**src/rtl/arb_pkg.sv**
```systemverilog
// Shared constants and state encoding for the 9:1 operand-mux arbiter.
// Build option: ARB_BURST_EN enables lock-based multi-beat grants.
package arb_pkg;

  localparam int N_REQ     = 9;
  localparam int SEL_W     = 4;
  localparam int DATA_W    = 16;
  localparam int MAX_BURST = 4;

  // Select code that parks the shared mux on its zero input.
  localparam logic [SEL_W-1:0] IDLE_SEL = 4'hF;

  typedef enum logic [1:0] {
    IDLE = 2'd0,
    SEL  = 2'd1,
    XFER = 2'd2
  } state_t;

endpackage

```
**src/rtl/rr_pick.sv**
```systemverilog
// Combinational circular priority picker: the first set request strictly
// after the pointer wins, wrapping from N_REQ-1 back to 0.
module rr_pick
  import arb_pkg::*;
(
  input  logic [N_REQ-1:0] req,
  input  logic [SEL_W-1:0] ptr,
  output logic [SEL_W-1:0] win,
  output logic [N_REQ-1:0] onehot,
  output logic             any
);

  int j;

  // Walk from farthest to nearest so the nearest set request is written last.
  always_comb begin
    win    = '0;
    onehot = '0;
    any    = 1'b0;
    j      = 0;
    for (int k = N_REQ; k >= 1; k--) begin
      j = int'(ptr) + k;
      if (j >= N_REQ) j = j - N_REQ;
      if (j < N_REQ && req[j]) begin
        win = SEL_W'(j);
        any = 1'b1;
      end
    end
    if (any) onehot[win] = 1'b1;
  end

endmodule

```
**src/rtl/mux_arbiter.sv**
```systemverilog
// Round-robin arbiter/sequencer for the shared 9:1 16-bit operand mux.
// Build option: ARB_BURST_EN adds the lock port and multi-beat grants.
//
// Handshake: out_data is offered while out_valid is high; a beat is accepted
// in any cycle where out_valid && out_ready, and ack pulses to the owner in
// that same cycle. out_valid never drops and out_data never changes before
// acceptance.
module mux_arbiter
  import arb_pkg::*;
(
  input  logic              clk,
  input  logic              rst_n,
  input  logic [N_REQ-1:0]  req,
`ifdef ARB_BURST_EN
  input  logic [N_REQ-1:0]  lock,
`endif
  input  logic [DATA_W-1:0] mux_out,
  output logic [SEL_W-1:0]  mux_sel,
  output logic [N_REQ-1:0]  grant,
  output logic [N_REQ-1:0]  ack,
  output logic [DATA_W-1:0] out_data,
  output logic              out_valid,
  input  logic              out_ready,
  output logic              busy,
  output logic [1:0]        dbg_state
);

  state_t            r_state;
  logic [SEL_W-1:0]  r_ptr;
  logic [SEL_W-1:0]  r_win;
  logic [SEL_W-1:0]  r_sel;
  logic [N_REQ-1:0]  r_grant;
  logic [DATA_W-1:0] r_data;
  logic              r_valid;
  logic              r_busy;

  logic [SEL_W-1:0]  w_win;
  logic [N_REQ-1:0]  w_onehot;
  logic              w_any;
  logic              w_hs;
  logic              w_more;

  rr_pick u_pick (
    .req    (req),
    .ptr    (r_ptr),
    .win    (w_win),
    .onehot (w_onehot),
    .any    (w_any)
  );

  // r_valid is only ever high in XFER, so it alone qualifies the handshake.
  assign w_hs = r_valid & out_ready;

`ifdef ARB_BURST_EN
  logic [2:0] r_beats;

  // r_beats counts beats already completed in this grant, excluding the current one.
  assign w_more = req[r_win] & lock[r_win] & (r_beats < 3'(MAX_BURST - 1));

  always_ff @(posedge clk or negedge rst_n) begin
    if (!rst_n) begin
      r_beats <= '0;
    end else if (r_state == IDLE) begin
      r_beats <= '0;
    end else if (w_hs) begin
      r_beats <= r_beats + 3'd1;
    end
  end
`else
  assign w_more = 1'b0;
`endif

  always_ff @(posedge clk or negedge rst_n) begin
    if (!rst_n) begin
      r_state <= IDLE;
      r_ptr   <= SEL_W'(N_REQ - 1);
      r_win   <= '0;
      r_sel   <= IDLE_SEL;
      r_grant <= '0;
      r_data  <= '0;
      r_valid <= 1'b0;
      r_busy  <= 1'b0;
    end else begin
      case (r_state)
        IDLE: begin
          if (w_any) begin
            r_state <= SEL;
            r_win   <= w_win;
            r_sel   <= w_win;
            r_grant <= w_onehot;
            r_busy  <= 1'b1;
          end
        end
        SEL: begin
          r_data  <= mux_out;
          r_valid <= 1'b1;
          r_state <= XFER;
        end
        XFER: begin
          if (w_hs) begin
            r_valid <= 1'b0;
            if (w_more) begin
              r_state <= SEL;
            end else begin
              r_state <= IDLE;
              r_ptr   <= r_win;
              r_sel   <= IDLE_SEL;
              r_grant <= '0;
              r_busy  <= 1'b0;
            end
          end
        end
        default: begin
          r_state <= IDLE;
          r_sel   <= IDLE_SEL;
          r_grant <= '0;
          r_valid <= 1'b0;
          r_busy  <= 1'b0;
        end
      endcase
    end
  end

  assign mux_sel   = r_sel;
  assign grant     = r_grant;
  assign ack       = r_grant & {N_REQ{w_hs}};
  assign out_data  = r_data;
  assign out_valid = r_valid;
  assign busy      = r_busy;
  assign dbg_state = r_state;

endmodule
```
**config.mk**
```make
export PLATFORM = sky130hd
export DESIGN_NAME = mux_arbiter
export DESIGN_NICKNAME = d
export VERILOG_FILES = /design/src/rtl/arb_pkg.sv /design/src/rtl/rr_pick.sv /design/src/rtl/mux_arbiter.sv
export SDC_FILE = /design/constraint.sdc
export NUM_CORES = 1
export LEC_CHECK = 0
export ABC_AREA = 1
export CORE_UTILIZATION = 57
export DETAILED_ROUTE_END_ITERATION = 7
export GPL_ROUTABILITY_DRIVEN = 0
export PLACE_DENSITY_LB_ADDON = 0.1
export SLEW_MARGIN = 40
export SYNTH_ARGS = -nofsm -noshare
export SYNTH_HDL_FRONTEND = slang
export SYNTH_SLANG_ARGS = --single-unit
```
**constraint.sdc**
```tcl
create_clock -name clk -period 4.4 [get_ports clk]
set_input_delay 0.66 -clock clk [delete_from_list [all_inputs] [get_ports clk]]
set_output_delay 0.66 -clock clk [all_outputs]
set_load 0.02 [all_outputs]
```
# --- After elaboration in Yosys (flattened, before gate mapping) ---
# Cells that the tools add are included.
classes:
  n_addsub: 18
  magnitude_cmp: 29
  n_eq_ne: 4
  muxes: 69
  bitwise: 4
  reduce_logical: 16
op_table:
  columns: ["op", "n"]
  rows:
  - ["greater-or-equal comparator 32 x 5 -> 1 bit, second input constant", 9]
  - ["< comparator 32 x 5 -> 1 bit, second input constant", 9]
  - ["< comparator 32 x 6 -> 1 bit, second input constant", 9]
  - ["two-way mux 32 bit", 9]
  - ["subtractor 32 x 5 -> 32 bit, second input constant", 9]
  - ["two-way mux 4 bit", 11]
  - ["binary-select mux 1 bit (select 4 bit)", 9]
  - ["two-way mux 1 bit", 30]
  - ["one-hot mux 9 bit (3 select lines)", 1]
  - ["adder 4 x 3 -> 5 bit, second input constant", 4]
  - ["two-way mux 9 bit", 2]
  - ["one-hot mux 4 bit (3 select lines)", 1]
  - ["adder 4 x 2 -> 5 bit, second input constant", 2]
  - ["adder 4 x 4 -> 5 bit, second input constant", 2]
  - ["logical AND 1 bit", 10]
  - ["AND 9 bit", 1]
  - ["AND reduction 2 bit", 4]
  - ["one-hot mux 1 bit (3 select lines)", 2]
  - ["one-hot mux 2 bit (3 select lines)", 1]
  - ["adder 4 x 1 -> 5 bit, second input constant", 1]
  - ["< comparator 4 x 5 -> 1 bit, second input constant", 1]
  - ["demux 1 bit (select 4 bit)", 1]
  - ["greater-or-equal comparator 4 x 1 -> 1 bit, second input constant", 1]
  - ["two-way mux 2 bit", 2]
  - ["8 further kinds", 9]
totals:
  regBits: 41
  out_inout_bits: 42
  elab_cells: 148

# --- Longest topological paths before layout ---
logic_depth:
  ltp_word: 22
  ltp_mapped: 30
  mapped_depth_nobuf: 29

# --- Cells and area by module ---
# A second synthesis with hierarchy kept.
hier_totals:
  cells_unflattened: 812
  area_unflattened_um2: 5152.4
modules_own_cells:
  columns: ["module", "n_inst", "cells_each", "area_per_inst_um2", "seq_area_each_um2"]
  rows:
  - ["rr_pick", 1, 614, 3345.7, 0.0]
  - ["mux_arbiter", 1, 198, 1806.7, 1032.2]

# --- Worst setup path after synthesis ---
# No wires, ideal clock.
synth_timing:
  kind: "flip-flop to flip-flop"
  from: "reg r_ptr[0]"
  to: "reg r_grant[1], in the netlist grant[1]"
  setup_ps: 76
  arrival_ps: 3407
  t_required_ps: 4324
  path_slack_ps: 917
  path_stages_with_launch: 27
  path_buffers: 1
  path_cell_list: "dfrtp_1 inv_2 buf_2 ha_1 inv_2 nand2_2 nand2_4 inv_1 o21ai_0 ha_1 nand2_4 nand2_4 nand2_4 nand2_1 nand3_1 nand3_1 nand3_4 or2_1 o21ai_1 nand2_1 nand2_1 nand2_1 nand2_1 nand2_2 a21oi_2 nand2_1 o21ai_1"
synth_via:
  elab_chain_len: 22
  word_cells_on_any_way: 108
  cone_classes: "add/sub (18); order compare (20); eq/ne (1); mux (58); reduce/logical (11)"
synth_rtl:
  columns: ["item", "line", "source"]
  rows:
  - ["start: declaration", "mux_arbiter.sv:29", "logic [SEL_W-1:0] r_ptr;"]
  - ["start signal: assignment", "mux_arbiter.sv:76", "r_ptr <= SEL_W'(N_REQ - 1);"]
  - ["start signal: assignment", "mux_arbiter.sv:106", "r_ptr <= r_win;"]
  - ["branches (longest 22 deep; another with subtractor 32 x 5 -> 32 bit)", null, null]
  - ["end signal: assignment", "mux_arbiter.sv:90", "r_grant <= w_onehot;"]
  - ["end: declaration", "mux_arbiter.sv:32", "logic [N_REQ-1:0] r_grant;"]
# Parallel ways; which one is timed is not known. The select of a mux whose other input is x is not followed.
# A chain may end at the register's enable or synchronous reset.

# --- Worst setup path after layout ---
layout_timing:
  from: "reg r_ptr[2]"
  to: "reg r_win[0]"
layout_via:
  elab_chain_len: 17
  word_cells_on_any_way: 100
  cone_classes: "add/sub (18); order compare (18); mux (54); reduce/logical (10)"
layout_rtl:
  columns: ["item", "line", "source"]
  rows:
  - ["branches (longest 17 deep; another with subtractor 32 x 5 -> 32 bit)", null, null]
  - ["end signal: assignment", "mux_arbiter.sv:88", "r_win <= w_win;"]
  - ["end: declaration", "mux_arbiter.sv:30", "logic [SEL_W-1:0] r_win;"]
# Parallel ways; which one is timed is not known. The select of a mux whose other input is x is not followed.

==> impl_metrics.toml <==
[placed_design]
port_buffers = 69
dp_hpwl_mm = 11.93
pre_cts_ws_ps = 401.1

[layout]
fill_cells = 738
syn_to_final_growth_pct = 17.44
multi_input_area_sq_um = 3540
antenna_cells = 0
nets = 923
drive_above_1_share_pct = 14.45
seq_area_sq_um = 1033

[sta]
maxSlewHeadroom_pct = 54.91
period_minus_slack_ps = 3987
fmax_mhz = 250.8
setup_viol = 0
fin_crit_sh_pct = 90.61
fin_ws_ps = 413.2
final-max-slew-violation-count = 0
grt_setup_unrepaired = "no"
setup_tns_ps = 0
worst_pin_slew_ps = 669.3
finalHoldViolCount = 0
clock_skew_ps = 5.375

[route]
ant_nets = 0
drc = 0
routed_wl_mm = 15.38
wl_per_cell_um = 15.85
vias = 5704
via_per_inst = 5.880
drt_iter0_markers = 595
dr.pass1.iters = 6

[die]
dieWidth_um = 96.14
die_h_um = 96.14
core_area_sq_um = 8382
initial_utilization_pct = 60.26
ios = 70
num_rows = 33
die_area_sq_um = 9242

[synth]
synth_top_cell_by_area = "nand2_1"
ys_warn_count = 0
yosysSeqAreaShare_pct = 20.44
synth-edff-count = 0
async_flop_share_pct = 100.0
synthTopCellsByCount = "nand2_1 (261), nand3_1 (105), inv_1 (82)"
synth_flop_cell = "dfrtp_1"
synth_area_sq_um = 5051
yosysMostFrequentCell = "nand2_1"
synth.top_cell.area_share_pct = 19.40
syn_area_per_cell_sq_um = 6.378
synth_cell_type_count = 56
syn-num-nets = 851
synth-seq-cells = 41
syn_inst = 792
synthTopCellsByArea = "nand2_1 (19%), dfrtp_1 (18%), nand3_1 (10%)"

[critical_path]
crit_family = "simple AND/OR/NAND/NOR gates"
criticalPathCategory = "flip-flop to flip-flop"
slowest_stage = "dfrtp_1"
reg2regPathDepth = 26
reg2reg_from = "r_ptr[2]$_DFFE_PN0P_"
cp_common_cell = "nand2_1"
crit_arrival_ps = 4170
critical_path.startpoint_type = "flip-flop"
worst_ep_required_time_ps = 4580
cp-end-kind = "flip-flop"
worstReg2RegEnd = "r_win[0]$_DFFE_PN0P_"
r2r_slack_ps = 410
critPathMaxFanout = 14
critical_path.max_stage_delay_ps = 660
critPathBufInv = 2

[global_route]
antenna_found_initial = 0
globalRouteTotalUtil_pct = 34.16
grt_pass1_wl_mm = 24.22
grt_max_degree = 42
first_global_vias = 5042
grt-ovfl-total = 0

[clock_tree]
clkSinkCount = 41
clkLatencyLatePin_ps = 290
cts_tree = "built"
htree_num_levels = 2
ctsHoldBuffers = 0
path_clk_slew_ps = 80
root_buffer = "clkbuf_8"
cts_resized = 0
cts_setup_buffers = 0
ctsLongestPathBuffers = 2
cts_buffers = 5

[run]
maxCapViolations = 0

[run_status]
status = "finished, final reports clean"

[worst_hold_path]
hold_path.class = "input port to async pin"
cell families after synthesis:
logic type	after synthesis	synth area share, %
buf+inv	114	9.487
compound gates	113	14.99
xor+xnor	5	1.387
flops	41	20.44
simple gates	488	45.88
fa+ha+maj	31	7.828
worst max-delay path by stage:
stage | start | to | slack (ps) | depth (start not counted)
after floorplan | r_ptr[0]$_DFFE_PN0P_ | grant[1]$_DFFE_PN0P_ | 920 | 26
after global placement | r_ptr[1]$_DFFE_PN0P_ | mux_sel[1]$_DFFE_PN1P_ | 660 | 20
after detailed placement | r_ptr[1]$_DFFE_PN0P_ | grant[2]$_DFFE_PN0P_ | 400 | 21
after CTS | r_ptr[1]$_DFFE_PN0P_ | r_win[0]$_DFFE_PN0P_ | 410 | 26
after global routing | r_ptr[1]$_DFFE_PN0P_ | r_win[0]$_DFFE_PN0P_ | 110 | 25
final | r_ptr[2]$_DFFE_PN0P_ | r_win[0]$_DFFE_PN0P_ | 410 | 26
layout make-up:
| cell class | instances | area share [%] |
|---|---|---|
| Clock buffer | 6 | 1.223 |
| Clock inverter | 2 | 0.1687 |
| Inverter | 103 | 6.813 |
| Multi-Input combinational cell | 637 | 59.67 |
| Sequential cell | 41 | 17.42 |
| Tap cell | 105 | 2.215 |
| Timing Repair Buffer | 76 | 12.49 |
state kept, by name, indices dropped and copies added (netlist names):
name	cells
r_win	4
out_valid	1
mux_sel	4
dbg_state	2
out_data	16
r_ptr	4
grant	9
busy	1
through the flow:
step / std cells / hold WS (ps) / utilization (%) / area (sq um)
5_1_grt: 970 / 369.6 / 70.77 / 5932
2_1_floorplan: 792 / 364.4 / - / 5051
4_1_cts: 970 / 346.6 / 70.76 / 5931
3_5_place_dp: 962 / 461.4 / 69.77 / 5848
6_report: 970 / 330.9 / 70.77 / 5932
3_3_place_gp: 962 / 452.7 / 69.74 / 5846
layer usage:
layer  part of all wire, %  track usage (%)  up-vias
met2                    44            51.60      291
met5                     0                0        -
met4                   3.2            13.56        0
met1                    42            47.82     2624
met3                    11            6.240       57
li1                      -                -     2732
cells in the final DEF, fill, tap and decap left out, types with 15 or more instances in the layout:
master / count
dfrtp_1: 35
clkdlybuf4s50_1: 68
nand2_1: 261
inv_1: 82
nor2_1: 50
inv_2: 15
nand2_2: 29
nand3_1: 105
o21ai_1: 17
ha_1: 30
o21ai_0: 23
a21oi_1: 24
Power is not shown: default switching activity piles up to over one toggle a cycle in this logic, so the estimate is an artifact.
